===== src/rtl/life_pkg.sv =====
// Shared state type, defaults and sizing helper for the Life generation controller.
package life_pkg;

  typedef enum logic [1:0] {IDLE, LOAD, RUN, CLEAR} state_t;

  localparam int unsigned GEN_W_DEF = 16;

  // Width of the divider counter: enough bits to hold 0..tick_div-1.
  function automatic int unsigned div_width(input int unsigned tick_div);
    return (tick_div > 2) ? $clog2(tick_div) : 1;
  endfunction

endpackage


===== src/rtl/life_gen_ctrl_if.sv =====
// Row-load stream between a pattern source and the Life generation controller.
interface life_gen_ctrl_if #(
  parameter int unsigned COLS = 16
) ();
  logic            load_valid;
  logic            load_ready;
  logic [COLS-1:0] load_data;
  logic            load_last;

  modport master (output load_valid, load_data, load_last, input load_ready);
  modport slave  (input load_valid, load_data, load_last, output load_ready);
endinterface


===== src/rtl/life_tick_div.sv =====
// Generation-rate divider: counts 0..TICK_DIV-1 while enabled, tick on the terminal count.
module life_tick_div
  import life_pkg::*;
#(
  parameter int unsigned TICK_DIV = 1000000
) (
  input  logic clk,
  input  logic reset,
  input  logic clr,
  input  logic en,
  output logic tick
);

  localparam int unsigned W = div_width(TICK_DIV);
  localparam logic [W-1:0] LAST = W'(TICK_DIV - 1);

  logic [W-1:0] cnt;

  assign tick = en && (cnt == LAST);

  always_ff @(posedge clk) begin
    if (reset || clr) begin
      cnt <= '0;
    end else if (en) begin
      cnt <= tick ? '0 : cnt + W'(1);
    end
  end

endmodule


===== src/rtl/life_gen_ctrl.sv =====
// Life array sequencer: row loading, generation pulses (run/step), clear and generation count.
// Optional generation limit in RUN enabled by defining LIFE_GEN_CTRL_GEN_LIMIT_EN.
module life_gen_ctrl
  import life_pkg::*;
#(
  parameter int unsigned ROWS     = 16,
  parameter int unsigned COLS     = 16,
  parameter int unsigned TICK_DIV = 1000000,
  parameter int unsigned GEN_W    = GEN_W_DEF
) (
  input  logic             clk,
  input  logic             reset,
  input  logic             cmd_run,
  input  logic             cmd_step,
  input  logic             cmd_clear,
  life_gen_ctrl_if.slave   load,
  output logic [ROWS-1:0]  row_write,
  output logic [COLS-1:0]  row_val,
  output logic             cell_enb,
  output logic             cell_clear,
  output logic [GEN_W-1:0] gen_count,
  output logic             busy
`ifdef LIFE_GEN_CTRL_GEN_LIMIT_EN
  ,
  input  logic [GEN_W-1:0] gen_limit,
  output logic             limit_hit
`endif
);

  localparam int unsigned PW = (ROWS > 1) ? $clog2(ROWS) : 1;

  state_t state, state_n;

  logic            step_d, clear_d, step_edge, clear_edge;
  logic [PW-1:0]   row_ptr, row_ptr_n;
  logic [ROWS-1:0] row_write_n;
  logic [COLS-1:0] row_val_n;
  logic            enb_n, clr_n;
  logic [GEN_W-1:0] gen_n, gen_inc;
  logic            accept, load_end, run_go, tick;
  logic            limit_q, limit_reached;

  assign step_edge  = cmd_step & ~step_d;
  assign clear_edge = cmd_clear & ~clear_d;
  assign gen_inc    = gen_count + GEN_W'(1);
  assign load_end   = load.load_last || (row_ptr == PW'(ROWS - 1));

  // A clear edge in IDLE outranks a beat offered in the same cycle.
  assign accept = load.load_valid && load.load_ready &&
                  ((state == LOAD) || (state == IDLE && !clear_edge));

  assign run_go = (state == RUN) && cmd_run && !clear_edge;

  life_tick_div #(.TICK_DIV(TICK_DIV)) u_tick_div (
    .clk   (clk),
    .reset (reset),
    .clr   (!run_go),
    .en    (run_go),
    .tick  (tick)
  );

  always_ff @(posedge clk) begin
    if (reset) begin
      state           <= IDLE;
      step_d          <= 1'b0;
      clear_d         <= 1'b0;
      row_ptr         <= '0;
      row_write       <= '0;
      row_val         <= '0;
      cell_enb        <= 1'b0;
      cell_clear      <= 1'b0;
      gen_count       <= '0;
      busy            <= 1'b0;
      load.load_ready <= 1'b0;
    end else begin
      state           <= state_n;
      step_d          <= cmd_step;
      clear_d         <= cmd_clear;
      row_ptr         <= row_ptr_n;
      row_write       <= row_write_n;
      row_val         <= row_val_n;
      cell_enb        <= enb_n;
      cell_clear      <= clr_n;
      gen_count       <= gen_n;
      busy            <= (state_n != IDLE);
      load.load_ready <= (state_n == IDLE) || (state_n == LOAD);
    end
  end

  always_comb begin
    state_n = state;
    unique case (state)
      IDLE: begin
        if (clear_edge)                state_n = CLEAR;
        else if (accept)               state_n = load_end ? IDLE : LOAD;
        else if (step_edge)            state_n = IDLE;
        else if (cmd_run && !limit_q)  state_n = RUN;
      end
      LOAD: begin
        if (accept && load_end) state_n = IDLE;
      end
      RUN: begin
        if (clear_edge)                   state_n = CLEAR;
        else if (!cmd_run)                state_n = IDLE;
        else if (tick && limit_reached)   state_n = IDLE;
      end
      CLEAR: state_n = IDLE;
    endcase
  end

  always_comb begin
    row_write_n = '0;
    row_val_n   = '0;
    row_ptr_n   = row_ptr;
    enb_n       = 1'b0;
    clr_n       = 1'b0;
    gen_n       = gen_count;
    if (accept) begin
      row_write_n = ROWS'(1) << row_ptr;
      row_val_n   = load.load_data;
      row_ptr_n   = load_end ? '0 : row_ptr + PW'(1);
    end
    if (state_n == CLEAR) begin
      clr_n = 1'b1;
      gen_n = '0;
    end
    if ((state == IDLE && !clear_edge && !accept && step_edge) || (run_go && tick)) begin
      enb_n = 1'b1;
      gen_n = gen_inc;
    end
  end

`ifdef LIFE_GEN_CTRL_GEN_LIMIT_EN
  assign limit_reached = (gen_limit != '0) && (gen_inc == gen_limit);

  always_ff @(posedge clk) begin
    if (reset) begin
      limit_q <= 1'b0;
    end else if (accept || state_n == CLEAR) begin
      limit_q <= 1'b0;
    end else if (run_go && tick && limit_reached) begin
      limit_q <= 1'b1;
    end
  end

  assign limit_hit = limit_q;
`else
  assign limit_reached = 1'b0;
  assign limit_q       = 1'b0;
`endif

endmodule


===== src/flat_wrapper.sv =====
// flat-port wrapper written by rule: the top's interface ports become plain ports
module life_gen_ctrl_flat import life_pkg::*;
#(
  parameter int unsigned ROWS     = 16,
  parameter int unsigned COLS     = 16,
  parameter int unsigned TICK_DIV = 1000000,
  parameter int unsigned GEN_W    = GEN_W_DEF
)
  (clk, reset, cmd_run, cmd_step, cmd_clear, row_write, row_val, cell_enb, cell_clear, gen_count, busy, load_load_valid, load_load_data, load_load_last, load_load_ready);
  life_gen_ctrl_if #(.COLS(COLS)) load_i ();
  input  logic clk;
  input  logic reset;
  input  logic cmd_run;
  input  logic cmd_step;
  input  logic cmd_clear;
  output logic [ROWS-1:0] row_write;
  output logic [COLS-1:0] row_val;
  output logic cell_enb;
  output logic cell_clear;
  output logic [GEN_W-1:0] gen_count;
  output logic busy;
  input wire logic [$bits(load_i.load_valid)-1:0] load_load_valid;
  input wire logic [$bits(load_i.load_data)-1:0] load_load_data;
  input wire logic [$bits(load_i.load_last)-1:0] load_load_last;
  output wire logic [$bits(load_i.load_ready)-1:0] load_load_ready;
  assign load_i.load_valid = load_load_valid;
  assign load_i.load_data = load_load_data;
  assign load_i.load_last = load_load_last;
  assign load_load_ready = load_i.load_ready;
  life_gen_ctrl #(.ROWS(ROWS), .COLS(COLS), .TICK_DIV(TICK_DIV), .GEN_W(GEN_W)) u_core (.clk(clk), .reset(reset), .cmd_run(cmd_run), .cmd_step(cmd_step), .cmd_clear(cmd_clear), .load(load_i), .row_write(row_write), .row_val(row_val), .cell_enb(cell_enb), .cell_clear(cell_clear), .gen_count(gen_count), .busy(busy));
endmodule

===== config.mk =====
export PLATFORM = sky130hd
export DESIGN_NAME = life_gen_ctrl_flat
export DESIGN_NICKNAME = d
export VERILOG_FILES = /design/src/rtl/life_pkg.sv /design/src/rtl/life_gen_ctrl_if.sv /design/src/rtl/life_tick_div.sv /design/src/rtl/life_gen_ctrl.sv /design/src/flat_wrapper.sv
export SDC_FILE = /design/constraint.sdc
export NUM_CORES = 1
export LEC_CHECK = 0
export CORE_MARGIN = 4
export CORE_UTILIZATION = 45
export CTS_CLUSTER_SIZE = 12
export DETAILED_ROUTE_END_ITERATION = 16
export GPL_TIMING_DRIVEN = 0
export PLACE_DENSITY = 0.76
export SLEW_MARGIN = 0
export SYNTH_ARGS = -nofsm -noshare
export SYNTH_HDL_FRONTEND = slang
export SYNTH_SLANG_ARGS = --single-unit
export TNS_END_PERCENT = 100

===== constraint.sdc =====
create_clock -name clk -period 2.6 [get_ports clk]
set_clock_uncertainty 0.15 [all_clocks]
set_input_delay 0.78 -clock clk [delete_from_list [all_inputs] [get_ports clk]]
set_output_delay 0.78 -clock clk [all_outputs]
set_load 0.1 [all_outputs]

==> reports/results.ini <==
[global_routing]
grt_usage_pct = 18.0
grt_max_degree = 20
grt_pass1_wl_mm = 12.4
grt_overflow = 0
grt_pass1_vias = 2605
antenna_found_initial = 0

[timing]
finalSetupViolCount = 0
rsz0062_at_grt = false
relSlewSlack_pct = 34.5
finalSetupTns_ps = 0
hold_viol = 0
report.final.slew_viol_count = 0
tightest_slew_ps = 987
fin_ws_ps = 56.4
min_period_ps = 2540
finalCritPeriodShare_pct = 97.8
fmax_ghz = 0.393

[power]
p_leak_nw = 1.82
clock_power_share_pct = 40.0
intPower_w = 0.00190
peakVddDrop_v = 0.000244
swShare_pct = 25.2
switchingPower_w = 0.000641
seq_power_share_pct = 49.5
power_frac_comb_pct = 10.5
p_per_area_nw_per_um2 = 581

[synthesis]
syn_nets = 382
ys.flop_type = dfxtp_1
postSynthRegisterBits = 80
ys_async_sr_fraction_pct = 0
synth_area_sq_um = 3230
syn_inst = 351
avgSynthCellArea_sq_um = 9.20
yosysUniqueCellTypes = 49
yosys_warnings = 0
ys_seq_area_share_pct = 49.6
synth_edf_count = 0

[cts]
cts_tree = built
clk_pin_slew_ps = 80
clock_path_buffers = 2
htreeDepth = 3
cts-root-buf = clkbuf_8
ctsHoldBuffers = 0
cts_made_buffers = 9
clkSinkCount = 80
clk_latency_ps = 340

[flow_run]
drv_cap = 0

[floorplanning]
die_w_microns = 92.7
rows = 30
ios = 75
fp.dieH_microns = 92.7
start_util_pct = 47.0
core_area_sq_um = 6870
dieArea_sq_um = 8600

[route]
drt_iter0_markers = 110
antenna_left = 0
wl_per_cell_microns = 13.9
first_pass_iters = 4
drc = 0
num_vias = 2769
finalWirelength_mm = 7.48
avgViaCountPerCell = 5.14

[final_layout]
layout-drive-gt1-share_pct = 13.1
area_delta_synth_final_pct = 35.6
utilization_pct = 63.8
final_nets = 469
final_cell_mix = dfxtp_1 (76), dlygate4sd2_1 (46), nor2_1 (41)
layout_commonest_cell = dfxtp_1
antenna_cells = 0
fillers = 607

[worst_setup_path]
cp_max_fo = 10
end_kind = flop
cp-start-kind = input pin
worstPathArrival_ps = 2630
crit_required_ps = 2680
critical_path_class = in2reg

[placement]
place_ws_ps = -874
hpwl_mm = 5.30
portBuffers = 73
place_congestion = 0.880

[min_path]
hp-class = reg2reg

[run_status]
status = complete, no violations

==> state kept, by name, summed over array words and instances, names as in the netlist <==
| signal | count |
|---|---|
| u_core.state | 2 |
| u_core.clear_d | 1 |
| u_core.u_tick_div.cnt | 20 |
| u_core.load.load_ready | 1 |
| u_core.step_d | 1 |
| u_core.cell_clear | 1 |
| u_core.row_write | 16 |
| u_core.gen_count | 16 |
| u_core.cell_enb | 1 |
| u_core.busy | 1 |
| u_core.row_ptr | 4 |
| u_core.row_val | 16 |
==> metal layers <==
metal / vias to the layer above / share of wire [%] / global-route usage (%)
li1: 1397 / - / -
met1: 1289 / 45 / 22.2
met2: 75 / 47 / 29.3
met3: 8 / 5.9 / 4.63
met4: 0 / 1.6 / 8.91
met5: - / 0 / 0
==> power by group through the flow <==
stage / Clock [W] / Combinational [W] / Sequential (W)
after global routing: 0.00110 / 0.000282 / 0.00126
after CTS: 0.00104 / 0.000248 / 0.00126
after detailed placement: 0 / 0.000246 / 0.00129
after floorplan: 0 / 0.0000656 / 0.00138
final: 0.00102 / 0.000267 / 0.00126
after global placement: 0 / 0.000243 / 0.00129
==> kinds of logic after synthesis <==
group | count (synthesis) | share of synthesized area, %
flops | 80 | 49.6
compound gates | 44 | 9.76
mux | 3 | 0.969
fa+ha+maj | 8 | 3.10
buf+inv | 28 | 3.60
xor+xnor | 15 | 4.07
simple gates | 173 | 28.9
==> worst paths after layout <==
check | depth (start not counted) | from | slack [ps] | end
worst max-delay path | 8 | cmd_clear | 60 | u_core.gen_count[6]$_SDFFE_PP0P_
worst min-delay path | 1 | u_core.u_tick_div.cnt[0]$_SDFFE_PP0P_ | 310 | u_core.u_tick_div.cnt[0]$_SDFFE_PP0P_
worst max register to register | 8 | u_core.u_tick_div.cnt[6]$_SDFFE_PP0P_ | 100 | u_core.gen_count[6]$_SDFFE_PP0P_
worst min register to register | 1 | u_core.u_tick_div.cnt[0]$_SDFFE_PP0P_ | 310 | u_core.u_tick_div.cnt[0]$_SDFFE_PP0P_
==> synthesized netlist by cell type (2+ instances only) <==
cell type  number  area (sq um)
dfxtp_1        80          1600
o31ai_1         5          37.5
or3_1           7          43.8
a21oi_1         8          40.0
or2_2           2          12.5
nand3b_1        2          15.0
and4_1          4          35.0
a221o_1         4          40.0
nand3_1        14          70.1
ha_1            8           100
a21boi_1        2          15.0
nor3_1         13          65.1
buf_2           3          15.0
a31o_2          2          17.5
buf_1           2          7.51
nor2b_1         3          18.8
a211oi_1        3          22.5
xor2_1          9          78.8
nor4b_1         2          17.5
nand4_1        11          68.8
nand2b_1        2          12.5
a21o_1          2          15.0
or4_1           6          45.0
nor4_1          2          12.5
inv_1          13          48.8
and2_1         19           119
mux2i_1         2          20.0
xnor2_1         6          52.6
o211ai_1        2          15.0
nand2_1        25          93.8
clkbuf_1        9          33.8
nor2_1         43           161
and3_1         11          68.8
o21ai_0         9          45.0
or3b_2          2          17.5
==> area by class of cell <==
| cell class | count | area, sq um | share of cell area [%] |
|---|---|---|---|
| sequential | 80 | 1610 | 36.7 |
| buffer | 12 | 78.8 | 1.80 |
| tap | 96 | 120 | 2.74 |
| multi-input combinational | 244 | 1590 | 36.4 |
| clock buffer | 10 | 138 | 3.14 |
| clock inverter | 6 | 90.1 | 2.06 |
| timing repair buffer | 78 | 706 | 16.1 |
| inverter | 13 | 48.8 | 1.11 |
==> critical path: stages <==
cell and delay [ps]:
clkdlybuf4s50_1 530, nor2b_1 300, nor4_4 80, buf_4 160
a31oi_4 220, clkbuf_8 220, nor3_1 60, a221o_1 280
==> metrics by stage <==
step                hold WS, ps  cells  area [sq um]  total power, W
floorplan                   263    351          3230         0.00145
global placement            274    520          4090         0.00153
detailed placement          296    520          4090         0.00153
CTS                         307    535          4300         0.00255
global route                331    539          4380         0.00265
finish                      308    539          4380         0.00254
==> timing repair <==
item | 4_1_cts | 5_1_grt
pin swaps | 0 | 4
setup buffers | 0 | 5
setup endpoints to repair | 103 | 60
gates resized for setup | 72 | 21
gates cloned | 0 | 1
(Power assumes the default switching activity.)
